### src/rtl/mcrc_check.sv
`default_nettype none
// ============================================================================
//  Module   : mcrc_check
//  Purpose  : Receive-side serial CRC checker. Accepts LEN payload bits and
//             then MSB+1 transmitted CRC bits (MSB first). The payload is run
//             through the same runtime-configurable LFSR update as the serial
//             generator. The received CRC is captured and compared with the
//             computed value, and the result is reported when the frame ends.
//  Ports    : clk, rstb (async, active-low)
//             start    - begin a frame and sample ini/tap/msb/len
//             bit_vld  - x carries a bit this cycle
//             x        - serial data bit
//             ini/tap  - LFSR initial value / polynomial taps
//             msb      - active CRC width minus one (clamped to MAX_WIDTH-1)
//             len      - payload length in bits (0 allowed)
//             busy     - frame in progress
//             done     - one-cycle pulse, results valid
//             ok       - crc_rx == crc_calc for the last completed frame
//             abort    - one-cycle pulse, start seen while busy
//             crc_calc - computed CRC, crc_rx - received CRC
//  Revision : 1.0  initial release
// ============================================================================
module mcrc_check #(
    parameter int MAX_WIDTH = 32,
    parameter int LEN_W     = 16
) (
    input  logic                           clk,
    input  logic                           rstb,
    input  logic                           start,
    input  logic                           bit_vld,
    input  logic                           x,
    input  logic [MAX_WIDTH-1:0]           ini,
    input  logic [MAX_WIDTH-1:0]           tap,
    input  logic [$clog2(MAX_WIDTH):0]     msb,
    input  logic [LEN_W-1:0]               len,
    output logic                           busy,
    output logic                           done,
    output logic                           ok,
    output logic                           abort,
    output logic [MAX_WIDTH-1:0]           crc_calc,
    output logic [MAX_WIDTH-1:0]           crc_rx
);

    localparam int IDX_W = $clog2(MAX_WIDTH);
    localparam int MSB_W = IDX_W + 1;

    localparam logic [MSB_W-1:0] c_max_width = MSB_W'(MAX_WIDTH);
    localparam logic [IDX_W-1:0] c_top_idx   = IDX_W'(MAX_WIDTH - 1);

    typedef enum logic [1:0] {
        S_IDLE = 2'd0,
        S_PAY  = 2'd1,
        S_CRC  = 2'd2
    } state_t;

    state_t r_state;
    state_t w_state_nxt;

    logic [LEN_W-1:0]     r_len;
    logic [LEN_W-1:0]     r_pay_cnt;
    logic [MSB_W-1:0]     r_crc_cnt;
    logic [IDX_W-1:0]     r_msb;
    logic [MAX_WIDTH-1:0] r_mask;
    logic [MAX_WIDTH-1:0] r_tap;
    logic [MAX_WIDTH-1:0] r_sum;
    logic [MAX_WIDTH-1:0] r_crc_rx;
    logic [MAX_WIDTH-1:0] r_crc_calc;
    logic                 r_ok;
    logic                 r_done;
    logic                 r_abort;

    logic [IDX_W-1:0]     w_msb_clamped;
    logic [MSB_W-1:0]     w_width_in;
    logic [MAX_WIDTH-1:0] w_mask_in;
    logic                 w_accept;
    logic                 w_pay_acc;
    logic                 w_crc_acc;
    logic                 w_pay_last;
    logic                 w_crc_last;
    logic                 w_sum_top;
    logic                 w_fb;
    logic [MAX_WIDTH-1:0] w_sum_nxt;
    logic [MAX_WIDTH-1:0] w_rx_nxt;

    // Configuration decode for the frame being started.
    assign w_msb_clamped = (msb >= c_max_width) ? c_top_idx : msb[IDX_W-1:0];
    assign w_width_in    = {1'b0, w_msb_clamped} + MSB_W'(1);
    // Shifting all-ones by the full width yields zero, so a full-width CRC
    // gets an all-ones mask without a special case.
    assign w_mask_in     = ~({MAX_WIDTH{1'b1}} << w_width_in);

    // A bit arriving together with start belongs to no frame and is dropped.
    assign w_accept   = bit_vld && !start && (r_state != S_IDLE);
    assign w_pay_acc  = w_accept && (r_state == S_PAY);
    assign w_crc_acc  = w_accept && (r_state == S_CRC);
    assign w_pay_last = w_pay_acc && (r_pay_cnt == (r_len - LEN_W'(1)));
    assign w_crc_last = w_crc_acc && (r_crc_cnt == {1'b0, r_msb});

    // LFSR step, identical to the generator: feedback into bit 0, taps
    // applied whenever the outgoing top bit is set.
    assign w_sum_top = r_sum[r_msb];
    assign w_fb      = w_sum_top ^ x;
    assign w_sum_nxt = ({r_sum[MAX_WIDTH-2:0], w_fb} ^ (w_sum_top ? r_tap : '0)) & r_mask;

    // Received CRC shift register, confined to the active width.
    assign w_rx_nxt  = {r_crc_rx[MAX_WIDTH-2:0], x} & r_mask;

    // ------------------------------------------------------------------
    // State register
    // ------------------------------------------------------------------
    always_ff @(posedge clk or negedge rstb) begin
        if (!rstb) begin
            r_state <= S_IDLE;
        end else begin
            r_state <= w_state_nxt;
        end
    end

    // ------------------------------------------------------------------
    // Next-state logic
    // ------------------------------------------------------------------
    always_comb begin
        w_state_nxt = r_state;
        if (start) begin
            w_state_nxt = (len == '0) ? S_CRC : S_PAY;
        end else begin
            case (r_state)
                S_IDLE:  w_state_nxt = S_IDLE;
                S_PAY:   if (w_pay_last) w_state_nxt = S_CRC;
                S_CRC:   if (w_crc_last) w_state_nxt = S_IDLE;
                default: w_state_nxt = S_IDLE;
            endcase
        end
    end

    // ------------------------------------------------------------------
    // Datapath, counters and result registers
    // ------------------------------------------------------------------
    always_ff @(posedge clk or negedge rstb) begin
        if (!rstb) begin
            r_len      <= '0;
            r_pay_cnt  <= '0;
            r_crc_cnt  <= '0;
            r_msb      <= '0;
            r_mask     <= '0;
            r_tap      <= '0;
            r_sum      <= '0;
            r_crc_rx   <= '0;
            r_crc_calc <= '0;
            r_ok       <= 1'b0;
            r_done     <= 1'b0;
            r_abort    <= 1'b0;
        end else if (start) begin
            r_len     <= len;
            r_msb     <= w_msb_clamped;
            r_mask    <= w_mask_in;
            r_tap     <= tap;
            r_sum     <= ini & w_mask_in;
            r_crc_rx  <= '0;
            r_pay_cnt <= '0;
            r_crc_cnt <= '0;
            r_done    <= 1'b0;
            // Restarting over a live frame discards it silently apart
            // from this pulse.
            r_abort   <= (r_state != S_IDLE);
        end else begin
            r_abort <= 1'b0;
            r_done  <= w_crc_last;
            if (w_pay_acc) begin
                r_sum <= w_sum_nxt;
                if (!w_pay_last) begin
                    r_pay_cnt <= r_pay_cnt + LEN_W'(1);
                end
            end
            if (w_crc_acc) begin
                r_crc_rx <= w_rx_nxt;
                if (w_crc_last) begin
                    r_crc_calc <= r_sum;
                    r_ok       <= (w_rx_nxt == r_sum);
                end else begin
                    r_crc_cnt <= r_crc_cnt + MSB_W'(1);
                end
            end
        end
    end

    assign busy     = (r_state != S_IDLE);
    assign done     = r_done;
    assign ok       = r_ok;
    assign abort    = r_abort;
    assign crc_calc = r_crc_calc;
    assign crc_rx   = r_crc_rx;

endmodule
`default_nettype wire
### config.mk
export PLATFORM = sky130hd
export DESIGN_NAME = mcrc_check
export DESIGN_NICKNAME = d
export VERILOG_FILES = /design/src/rtl/mcrc_check.sv
export SDC_FILE = /design/constraint.sdc
export NUM_CORES = 1
export LEC_CHECK = 0
export CORE_ASPECT_RATIO = 0.6
export CORE_MARGIN = 2
export CORE_UTILIZATION = 45
export DETAILED_ROUTE_END_ITERATION = 10
export PLACE_DENSITY = 0.67
export SYNTH_ARGS = -nofsm -noshare
export SYNTH_HDL_FRONTEND = slang
export SYNTH_SLANG_ARGS = --single-unit
### constraint.sdc
create_clock -name clk -period 4.65 [get_ports clk]
set_input_delay 0.93 -clock clk [delete_from_list [all_inputs] [get_ports clk]]
set_output_delay 0.93 -clock clk [all_outputs]
set_load 0.01 [all_outputs]
Yosys cells after proc, flatten, opt, wreduce, memory -nomap -nowiden
Cells that the tools add are included.
Widths: inputs -> output; s select.

storage, ports and cells
  input port bits = 91
  register bits after elaboration = 208

operators by class
  multiplexer cells = 21
  reductions and logical operators = 15
  $add $sub $neg = 4
  eq/ne operators = 9
  shift-type cells = 1
  order comparisons = 2
  bitwise gates (word level) = 7

operators by type and width
  operator               count
  $mux 32                5
  $and 32x32->32         3
  $mux 16                3
  $eq 32x32->1           1
  $not 32->32            1
  $shl 32x6->32 const A  1
  $xor 32x32->32         1
  $mux 6                 3
  $add 16x1->16 const B  1
  $eq 16x16->1           1
  $logic_not 16->1       1
  $sub 16x1->16 const B  1
  $mux 2                 4
  $add 5x1->6 const B    1
  $add 6x1->6 const B    1
  $eq 6x5->1             1
  $ge 6x6->1 const B     1
  $logic_and 1x1->1      6
  $lt 5x6->1 const B     1
  $ne 3x3->1 const B     2
  $reduce_and 2->1       3
  $reduce_bool 2->1      3
  $bmux 1 s5             1
  $mux 5                 1
  9 further kinds        12

Logic depth before layout (Yosys ltp)
Gate-level depths: netlist (run 1).

  depth after elaboration = 8
  mapped depth = 11
  mapped depth without buffers = 9

Worst setup path before layout (run 1)
OpenSTA, ideal clock, no wires.

  kind = input to register
  start point = in start
  end point = reg r_pay_cnt[10]
  arrival time = 2.916 ns
  stages on the path = 8
  library setup time = 0.128 ns
  path buffers = 1
  path slack = 1.607 ns
  cells stage by stage = nor4bb_1 > nand3_1 > a2111o_1 > nor4_1 > and4_1 > buf_6 > nor3_1 > mux2_1

on the way
  longest elaborated chain between the ends = 7
  elaborated cells between the ends (all ways) = 9

RTL lines
  element                         line  source
  from (decl)                     29    input logic start,
  $logic_not 1->1                 93    assign w_accept = bit_vld && !start && (r_state != S_IDLE);
  $logic_and 1x1->1 (2 in a row)  93
  $logic_and 1x1->1               94    assign w_pay_acc = w_accept && (r_state == S_PAY);
  $logic_and 1x1->1               96    assign w_pay_last = w_pay_acc && (r_pay_cnt == (r_len - LEN_W'(1)));
  $ne 2x2->1 (no line)            n/a
  $reduce_and 2->1 (no line)      n/a
  to (signal assigned)            172   r_pay_cnt <= r_pay_cnt + LEN_W'(1);
  to (decl)                       60    logic [LEN_W-1:0] r_pay_cnt;

Parallel ways exist; a longest one is shown, timed or not.
A chain may end at the register's enable or synchronous reset.

Worst setup path after layout (run 1)
  start point = reg r_len[2]
  end point = reg r_pay_cnt[10]

on the way
  longest elaborated chain between the ends = 5

RTL lines
  element                     line  source
  from (decl)                 59    logic [LEN_W-1:0] r_len;
  from (signal assigned)      154   r_len <= len;
  $sub 16x1->16               96
  $eq 16x16->1                96
  $logic_and 1x1->1           96
  $ne 2x2->1 (no line)        n/a
  $reduce_and 2->1 (no line)  n/a

No other way between the ends.

==> key figures, run 1 <==
STA
  • Setup ws final: 0.843 ns
  • Max_slew headroom: 0.353
  • Total Neg Setup Slack: 0 ns
  • Slew of the pin with the lowest slew margin: 0.969 ns
  • Fin. Hold Viols: 0
  • Max Clock Skew: 0.00819 ns
  • Final Setup Violations: 0
  • FMAX: 263 MHz
  • Final worst-path cycle share: 0.819
  • Max Slew Vio Count: 0
  • RSZ-0062 raised after global routing: no
  • Hold WS: 0.464 ns
  • Post-route minimum period: 3.81 ns

Status
  • Status: complete, no violations

Route
  • Remaining antenna violation count after routing: 0
  • DR WL/cell: 21.2 um
  • Detailed-route DRC error count: 0
  • First-pass iteration count of the detailed router: 5
  • Total Routed Length: 32.4 mm
  • Drt via density: 5.80
  • Via count: 8835
  • Initial DRC count: 815

Clock tree
  • Postcts setup bufs: 0
  • Root Buffer: clkbuf_16
  • Deepest clock path buffer count: 3
  • CTS Sinks: 208
  • CTS Hold Bufs: 0
  • Cts bufs inserted: 20
  • Skew-Pair Late Insertion Delay: 0.50 ns
  • H-tree levels: 1
  • Worst-path clk slew: 0.07 ns
  • CTS tree: yes
  • Post-CTS sizing: 0

Final layout
  • Most frequent cells in the layout: 208 x nand2_1, 208 x dfrtp_1, 156 x clkdlybuf4s50_1
  • Area delta synth->final: 24.8%
  • Nets: 1299
  • Core Util, Final: 0.579
  • Share of layout cells above drive strength 1: 0.0988
  • Final non-filler cell total: 1524
  • Final instance area: 12900 sq um

Global routing
  • First-pass GRT wire length: 49.9 mm
  • Final global-route overflow total: 0
  • GRT Total Usage: 0.272
  • Vias in the first global route: 8244
  • Initial antenna violation count: 1
  • Largest net degree at the start of global routing: 85

Synthesis
  • Synth Register Bits: 208
  • Yosys warning count: 0
  • Synth Instances: 1062
  • Syn avg cell area: 9.76 sq um
  • FFs w/ async S/R, synth: 1.00
  • Sequential share of the synthesized area: 0.502
  • Cell area after synthesis: 10400 sq um
  • Synth unique cells: 55
  • Net Count, Synth: 1160
  • Synth Flop Type: dfrtp_1
  • Post-synth EDFFs: 0

Worst setup path
  • Worst path top cell family by delay: compound AO/OA/AOI/OAI gates
  • CP arrival: 4.19 ns
  • Setup CP Type: reg2reg
  • Worst Path Required: 5.03 ns
  • Critical path capture point type: flop
  • CP cell instances: or3_1, a2111oi_0, o211ai_1, a222oi_1, and4_1, nor3_1, mux2_1
  • CP max FO: 15
  • Critical-path top delay cell: a2111oi_0
  • CP peak stage delay: 0.82 ns
  • Startpoint types: flop
  • Buffers & Inverters on Critical Path: 0

Floorplan
  • Full die area: 24300 sq um
  • Die Y: 122 um
  • Num rows: 42
  • Starting density of the core: 0.464
  • Core Region: 22300 sq um
  • Die width: 200 um
  • Top-level port count: 159

Power and ir drop
  • Internal power: 3.26 mW
  • NetSw: 1.30 mW
  • Worst vdd ir: 0.000172 V
  • Static Leak: 5.51 nW
  • Switching Share: 0.285
  • Clk pwr share: 0.372
  • Reg power frac: 0.465
  • Pwr per Cell Area: 352 nW/um^2
  • Pwr Total: 4.55 mW
  • Logic pwr share: 0.163

Placement
  • GP Congestion: 0.921
  • Placed insts: 1487
  • Hpwl dp: 23.1 mm
  • IO buf count: 158
  • Placed cell area: 12300 sq um
  • Dpl ws: 0.772 ns

Run
  • Max cap viols: 0

Hold path
  • Worst min path class: in2async
## Yosys cell counts, types with 2 or more instances
cell | number | area share
dfrtp_1 | 208 | 0.50
nand2_1 | 208 | 0.075
o21ai_0 | 71 | 0.034
nand3_1 | 59 | 0.028
xnor2_1 | 59 | 0.050
mux2_2 | 47 | 0.051
a21oi_1 | 45 | 0.022
clkbuf_1 | 45 | 0.016
nor2_1 | 42 | 0.015
xor2_1 | 31 | 0.026
a21o_1 | 26 | 0.019
inv_1 | 20 | 0.0072
a22oi_1 | 18 | 0.013
nor4_1 | 17 | 0.010
and3_1 | 11 | 0.0066
nand4_1 | 11 | 0.0066
nor2b_1 | 11 | 0.0066
mux4_2 | 10 | 0.022
or3_1 | 10 | 0.0060
a31oi_1 | 9 | 0.0054
nor3_1 | 9 | 0.0043
nand2b_1 | 8 | 0.0048
ha_1 | 7 | 0.0084
o211ai_1 | 7 | 0.0051
buf_1 | 6 | 0.0022
o21ai_1 | 6 | 0.0029
o31ai_1 | 6 | 0.0043
or2_2 | 6 | 0.0036
or4_1 | 6 | 0.0043
mux2_1 | 4 | 0.0043
nand3b_1 | 4 | 0.0029
o221ai_1 | 4 | 0.0034
and2_1 | 3 | 0.0018
o311ai_0 | 3 | 0.0025
a211o_1 | 2 | 0.0017
a32oi_1 | 2 | 0.0017
buf_6 | 2 | 0.0022
nor4bb_1 | 2 | 0.0019
## logic make-up after synthesis
family | share of synthesized area
flip-flops | 0.502
multiplexers | 0.0781
buffers and inverters | 0.0292
adder cells (fa/ha/maj) | 0.00845
XOR/XNOR | 0.0760
AO/OA/AOI/OAI | 0.124
AND/OR/NAND/NOR | 0.183
## path summary, 6_finish.rpt
kind | startpoint | end | slack, ns | depth (start not counted)
max reg2reg | r_len[2] | r_pay_cnt[10] | 0.84 | 7
min | rstb | crc_calc[12] | 0.46 | 1
max | r_len[2] | r_pay_cnt[10] | 0.84 | 7
max in group asynchronous | rstb | crc_calc[26] | 3.12 | 2
min reg2reg | crc_calc[17] | crc_calc[17] | 0.47 | 2
min in group clk | crc_calc[17] | crc_calc[17] | 0.47 | 2
## power groups by stage
| stage | clock network [mW] | registers, mW | logic (mW) |
|---|---|---|---|
| floorplan | 0 | 2.07 | 0.464 |
| global placement | 0 | 2.14 | 0.723 |
| detailed placement | 0 | 2.14 | 0.729 |
| CTS | 1.71 | 2.11 | 0.735 |
| global route | 1.80 | 2.13 | 0.810 |
| finish | 1.69 | 2.11 | 0.744 |
## flip-flops by register name (all words and copies together) (netlist names), 6 cells and up
signal / count
r_pay_cnt: 16
r_mask: 32
r_tap: 32
crc_calc: 32
crc_rx: 32
r_len: 16
r_sum: 32
r_crc_cnt: 6
## per-layer routing
layer,up-vias,global-route usage,wire length [um],share of wire
li1,3994,-,-,-
met1,4355,0.456,16100,0.50
met4,0,0.0486,516,0.016
met2,451,0.338,12200,0.38
met5,-,0,0,0
met3,35,0.0764,3550,0.11
## cell type report
| class | count | area (sq um) |
|---|---|---|
| Sequential cell | 208 | 5200 |
| Inverter | 21 | 78.8 |
| Clock buffer | 29 | 616 |
| Multi-Input combinational cell | 778 | 4890 |
| Fill cell | 1963 | 9400 |
| Tap cell | 308 | 385 |
| Clock inverter | 7 | 62.6 |
| Antenna cell | 1 | 2.50 |
| Timing Repair Buffer | 172 | 1700 |
Power figures use the tool's default switching activity.
==> inputs of run 2 (changes only) <==
==> constraint.sdc (replaced) <==
create_clock -name clk -period 3.8 [get_ports clk]
set_input_delay 0.76 -clock clk [delete_from_list [all_inputs] [get_ports clk]]
set_output_delay 0.76 -clock clk [all_outputs]
set_load 0.01 [all_outputs]
==> key figures, run 2 (synthesis gave the netlist of run 1 again) <==
Worst setup path
  • Critical path capture point type: flop
  • CP arrival: 3.82 ns (-0.37 ns)
  • Setup CP Type: reg2reg
  • CP cell instances: inv_1, ha_1, nand2b_1, nor4_1, a21oi_1, a222oi_1, and4_1, nor3_1, mux2_1
  • R2R cell count: 9 (+2)
  • Startpoint types: flop
  • CP peak stage delay: 0.80 ns (-0.02 ns)
  • R2r endpoint: r_pay_cnt[10]
  • CP max FO: 8 (-7)
  • Worst Path Required: 4.18 ns (-0.85 ns)
  • Critical-path top delay cell: nor4_1
  • Worst R2R Start: r_len[0]
  • R2r setup slk: 0.36 ns (-0.48 ns)

STA
  • Final worst-path cycle share: 0.905 (+0.0865)
  • Max Slew Vio Count: 0 (unchanged)
  • Final Setup Violations: 0 (unchanged)
  • Max Clock Skew: 0.0111 ns (+0.00295 ns)
  • Total Neg Setup Slack: 0 ns (unchanged)
  • Post-route minimum period: 3.44 ns (-0.367 ns)
  • RSZ-0062 raised after global routing: no
  • Max_slew headroom: 0.360 (+0.00732)
  • FMAX: 291 MHz (+11%)
  • Slew of the pin with the lowest slew margin: 0.957 ns (-0.0121 ns)
  • Fin. Hold Viols: 0 (unchanged)

Clock tree
  • CTS Sinks: 208 (unchanged)
  • Root Buffer: clkbuf_16
  • CTS tree: yes
  • H-tree levels: 1 (unchanged)
  • Post-CTS sizing: 0 (unchanged)
  • Deepest clock path buffer count: 3 (unchanged)
  • Postcts setup bufs: 0 (unchanged)
  • Skew-Pair Late Insertion Delay: 0.50 ns (about the same)
  • Worst-path clk slew: 0.07 ns (about the same)
  • Cts bufs inserted: 21 (+5.0%)
  • CTS Hold Bufs: 0 (unchanged)

Final layout
  • Final instance area: 13000 sq um (+0.29%)
  • Share of layout cells above drive strength 1: 0.0984 (-0.000324)
  • Nets: 1308 (+0.69%)
  • Fillers: 2008 (+2.3%)
  • Ant diodes: 0 (-1)
  • Most frequent cells in the layout: 208 x nand2_1, 208 x dfrtp_1, 156 x clkdlybuf4s50_1
  • Area delta synth->final: 25.1%

Power and ir drop
  • Pwr per Cell Area: 420 nW/um^2 (+19%)
  • Worst vdd ir: 0.000285 V (+66%)
  • Static Leak: 5.53 nW (+0.29%)

Placement
  • GP Congestion: 0.881 (-4.4%)
  • IO buf count: 158 (unchanged)
  • Placed cell area: 12400 sq um (+0.90%)
  • Hpwl dp: 22.9 mm (-0.92%)

Floorplan
  • Top-level port count: 159 (unchanged)
  • Die width: 200 um (unchanged)
  • Starting density of the core: 0.464 (unchanged)
  • Core Region: 22300 sq um (unchanged)
  • Num rows: 42 (unchanged)
  • Full die area: 24300 sq um (unchanged)
  • Die Y: 122 um (unchanged)

Global routing
  • GRT Total Usage: 0.269 (-0.00297)
  • Largest net degree at the start of global routing: 123 (+45%)
  • First-pass GRT wire length: 49.3 mm (-1.3%)
  • Vias in the first global route: 8166 (-0.95%)
  • Initial antenna violation count: 0 (-1)
  • Final global-route overflow total: 0 (unchanged)

Route
  • Initial DRC count: 898 (+10%)
  • Total Routed Length: 31.7 mm (-2.2%)
  • Remaining antenna violation count after routing: 0 (unchanged)
  • First-pass iteration count of the detailed router: 5 (unchanged)
  • DR WL/cell: 20.7 um (-2.4%)
  • Detailed-route DRC error count: 0 (unchanged)
  • Drt via density: 5.70 (-1.7%)
  • Via count: 8698 (-1.6%)

Run
  • Max cap viols: 0 (unchanged)

Status
  • Status: complete, no violations

Hold path
  • Worst min path class: in2async
[run 2: cell types whose count changed in the layout (fill, tap and decap cells not counted), sizes merged]
| cell | change |
|---|---|
| buf | +8 |
| clkbuf | +2 |
| bufinv | -1 |
| clkinv | -4 |
| diode | -1 |
| clkinvlp | -1 |
[run 2: cell type report]
| type | instances | area, sq um | share of cell area |
|---|---|---|---|
| Sequential cell | 208 | 5200 | 0.401 |
| Multi-Input combinational cell | 778 | 4890 | 0.377 |
| Tap cell | 308 | 385 | 0.0297 |
| Clock inverter | 1 | 5.00 | 0.000386 |
| Clock buffer | 31 | 603 | 0.0465 |
| Inverter | 21 | 78.8 | 0.00608 |
| Timing Repair Buffer | 180 | 1810 | 0.140 |
[run 2: stage by stage]
stage	util	hold WS [ns]	power [mW]	setup WS [ns]	instances
floorplan	-	0.464	3.11	0.927	1062
global placement	0.554	0.451	3.51	0.464	1495
detailed placement	0.554	0.456	3.52	0.379	1495
finish	0.581	0.320	5.45	0.360	1527
CTS	0.581	0.374	5.45	0.518	1527
global route	0.581	0.399	5.66	0.158	1527
[run 2: worst max path at each step]
stage                  start             to  slack (ns)  cells past startpoint
floorplan              start  r_pay_cnt[10]        0.93                      8
global placement     bit_vld  r_pay_cnt[10]        0.46                      8
detailed placement   bit_vld  r_pay_cnt[10]        0.38                      8
CTS                 r_len[0]  r_pay_cnt[10]        0.52                      9
global route        r_len[0]  r_pay_cnt[10]        0.16                      9
finish              r_len[0]  r_pay_cnt[10]        0.36                      9
[run 2: layer usage]
layer,share of wire,global-route usage
met2,0.38,0.339
met5,0,0
met4,0.013,0.0417
met1,0.50,0.454
met3,0.11,0.0689
[run 2: critical path, delay by kind of cell, from the launching register on]
kind / cells / cell delay, ns
AOI/OAI and AO/OA: 2 / 0.58
adders and majority gates: 1 / 0.25
buffers and inverters: 1 / 0.11
DFF: 1 / 0.46
muxes: 1 / 0.33
and+or+nand+nor: 4 / 1.58
[run 2: power by group]
group / switching (mW) / internal, mW
Combinational: 0.483 / 0.433
Clock: 0.863 / 1.09
Sequential: 0.217 / 2.37
==> inputs of run 3 (changes only) <==
--- a/config.mk
+++ b/config.mk
@@ -9,7 +9,9 @@
 export CORE_MARGIN = 2
 export CORE_UTILIZATION = 45
 export DETAILED_ROUTE_END_ITERATION = 10
+export GPL_TIMING_DRIVEN = 0
 export PLACE_DENSITY = 0.67
+export SKIP_LAST_GASP = 1
 export SYNTH_ARGS = -nofsm -noshare
 export SYNTH_HDL_FRONTEND = slang
 export SYNTH_SLANG_ARGS = --single-unit
==> key figures, run 3 (synthesis gave the netlist of run 1 again) <==
Global routing
  • Initial antenna violation count: 0 (unchanged)
  • GRT Total Usage: 0.290 (+0.0216)
  • Largest net degree at the start of global routing: 85 (-31%)
  • Final global-route overflow total: 0 (unchanged)
  • Vias in the first global route: 8595 (+5.3%)
  • First-pass GRT wire length: 52.3 mm (+6.1%)

Floorplan
  • Num rows: 42 (unchanged)
  • Full die area: 24300 sq um (unchanged)
  • Die width: 200 um (unchanged)
  • Starting density of the core: 0.464 (unchanged)
  • Top-level port count: 159 (unchanged)
  • Die Y: 122 um (unchanged)
  • Core Region: 22300 sq um (unchanged)

Power and ir drop
  • Reg power frac: 0.455 (-0.019)
  • Internal power: 4.04 mW (+4.0%)
  • Logic pwr share: 0.170 (+0.002)
  • Worst vdd ir: 0.000281 V (-1.6%)
  • Clk pwr share: 0.376 (+0.018)
  • Pwr Total: 5.67 mW (+4.1%)
  • Static Leak: 5.54 nW (about the same)
  • NetSw: 1.63 mW (+4.2%)
  • Pwr per Cell Area: 433 nW/um^2 (+3.2%)
  • Switching Share: 0.287 (+0.000413)

Worst setup path
  • Setup CP Type: in2reg
  • Startpoint types: input port
  • Critical-path top delay cell: nor4bb_2
  • CP cell instances: clkdlybuf4s50_1, nor4bb_2, nand3_1, a2111o_1, nor4_1, nand4_1, and3_1, mux2_1
  • CP peak stage delay: 0.68 ns (-0.12 ns)
  • CP max FO: 7 (-1)
  • CP arrival: 4.01 ns (+0.19 ns)
  • Critical path capture point type: flop
  • Worst Path Required: 4.18 ns (about the same)

Final layout
  • Nets: 1342 (+2.6%)
  • Ant diodes: 0 (unchanged)
  • Share of layout cells above drive strength 1: 0.0852 (-0.0133)
  • Final non-filler cell total: 1564 (+2.4%)
  • Core Util, Final: 0.586 (+0.00515)
  • Area delta synth->final: 26.2%
  • Fillers: 1952 (-2.8%)
  • Most frequent cells in the layout: 208 x nand2_1, 208 x dfrtp_1, 156 x clkdlybuf4s50_1

STA
  • Slew of the pin with the lowest slew margin: 0.859 ns (-0.0979 ns)
  • Final Setup Violations: 0 (unchanged)
  • Fin. Hold Viols: 0 (unchanged)
  • Final worst-path cycle share: 0.955 (+0.0492)
  • Max_slew headroom: 0.427 (+0.0671)
  • Max Clock Skew: 0.0135 ns (+0.00239 ns)
  • FMAX: 276 MHz (-5.2%)
  • RSZ-0062 raised after global routing: yes
  • Post-route minimum period: 3.63 ns (+0.187 ns)
  • Max Slew Vio Count: 0 (unchanged)

Route
  • DR WL/cell: 22.2 um (+7.0%)
  • Initial DRC count: 1062 (+18%)
  • Drt via density: 5.87 (+3.0%)
  • Total Routed Length: 34.7 mm (+9.6%)
  • Remaining antenna violation count after routing: 0 (unchanged)
  • First-pass iteration count of the detailed router: 5 (unchanged)
  • Detailed-route DRC error count: 0 (unchanged)
  • Via count: 9177 (+5.5%)

Placement
  • IO buf count: 157 (-0.63%)
  • Placed insts: 1529 (+2.3%)
  • GP Congestion: 0.960 (+8.9%)
  • Hpwl dp: 25.8 mm (+13%)

Hold path
  • Worst min path class: in2async

Clock tree
  • Cts bufs inserted: 21 (unchanged)
  • CTS Hold Bufs: 0 (unchanged)
  • Root Buffer: clkbuf_16
  • H-tree levels: 1 (unchanged)
  • Worst-path clk slew: 0.06 ns (about the same)
  • CTS Sinks: 208 (unchanged)
  • CTS tree: yes
  • Skew-Pair Late Insertion Delay: 0.51 ns (about the same)
  • Deepest clock path buffer count: 3 (unchanged)

Status
  • Status: complete, no violations

Run
  • Max cap viols: 0 (unchanged)
## run 3: changes by cell type in the layout (fill, tap and decap cells not counted), moves of 2 or more
cell	previous run	this run
clkbuf_1	6	48
buf_4	18	0
buf_1	0	6
buf_12	5	0
buf_16	0	2
buf_6	0	2
bufinv_16	0	2
clkinv_2	1	3
## run 3: power by group through the flow
stage	Sequential [mW]	Clock, mW	Combinational [mW]
after floorplan	2.54	0	0.567
after global placement	2.61	0	0.913
after detailed placement	2.61	0	0.936
after CTS	2.57	2.15	0.944
after global routing	2.60	2.25	1.04
final	2.58	2.13	0.962
## run 3: worst paths after layout
path,start,end,slack (ns),cells after the start
setup / recovery,start,r_pay_cnt[12],0.17,8
hold / removal,rstb,crc_calc[15],0.14,1
setup reg to reg,r_len[2],r_pay_cnt[12],0.26,8
hold reg to reg,crc_calc[10],crc_calc[10],0.46,2
max in group asynchronous,rstb,crc_calc[28],2.51,3
min in group clk,crc_calc[10],crc_calc[10],0.46,2
## run 3: critical path, delay by kind of cell
family                 cells  cell delay, ns
AO/OA/AOI/OAI              1            0.45
AND/OR/NAND/NOR            5            1.92
buffers and inverters      1            0.57
multiplexers               1            0.31
## run 3: layout make-up
type | count | area (sq um) | area share
well taps | 308 | 385 | 0.0294
inverters | 21 | 78.8 | 0.00602
flip-flops and latches | 208 | 5200 | 0.398
multi-input cells | 778 | 4880 | 0.373
clock buffers | 29 | 606 | 0.0463
repair buffers | 159 | 1630 | 0.125
plain buffers | 55 | 224 | 0.0171
clock inverters | 6 | 82.6 | 0.00631
## run 3: metrics by stage
| stage | hold WS (ns) | setup TNS [ns] | setup slack, ns | instance area (sq um) |
|---|---|---|---|---|
| 6_report | 0.144 | 0 | 0.173 | 13100 |
| 5_1_grt | 0.162 | -0.00711 | -0.00711 | 13100 |
| 4_1_cts | 0.150 | 0 | 0.0163 | 13100 |
| 3_5_place_dp | 0.457 | -13.86 | -0.523 | 12400 |
| 3_3_place_gp | 0.454 | -1470.32 | -7.03 | 12300 |
| 2_1_floorplan | 0.464 | 0 | 0.927 | 10400 |
## run 3: metal layers
layer | vias to the layer above | track usage | part of all wire
met5 | - | 0 | 0
met4 | 0 | 0.0551 | 0.015
met2 | 515 | 0.365 | 0.38
met3 | 40 | 0.0745 | 0.12
met1 | 4541 | 0.487 | 0.49
li1 | 4081 | - | -
## run 3: what timing repair did
action	in CTS	in global routing
gates resized for setup	1	3
setup endpoints to repair	3	24
buffers inserted	0	0
hold endpoints to repair	0	0
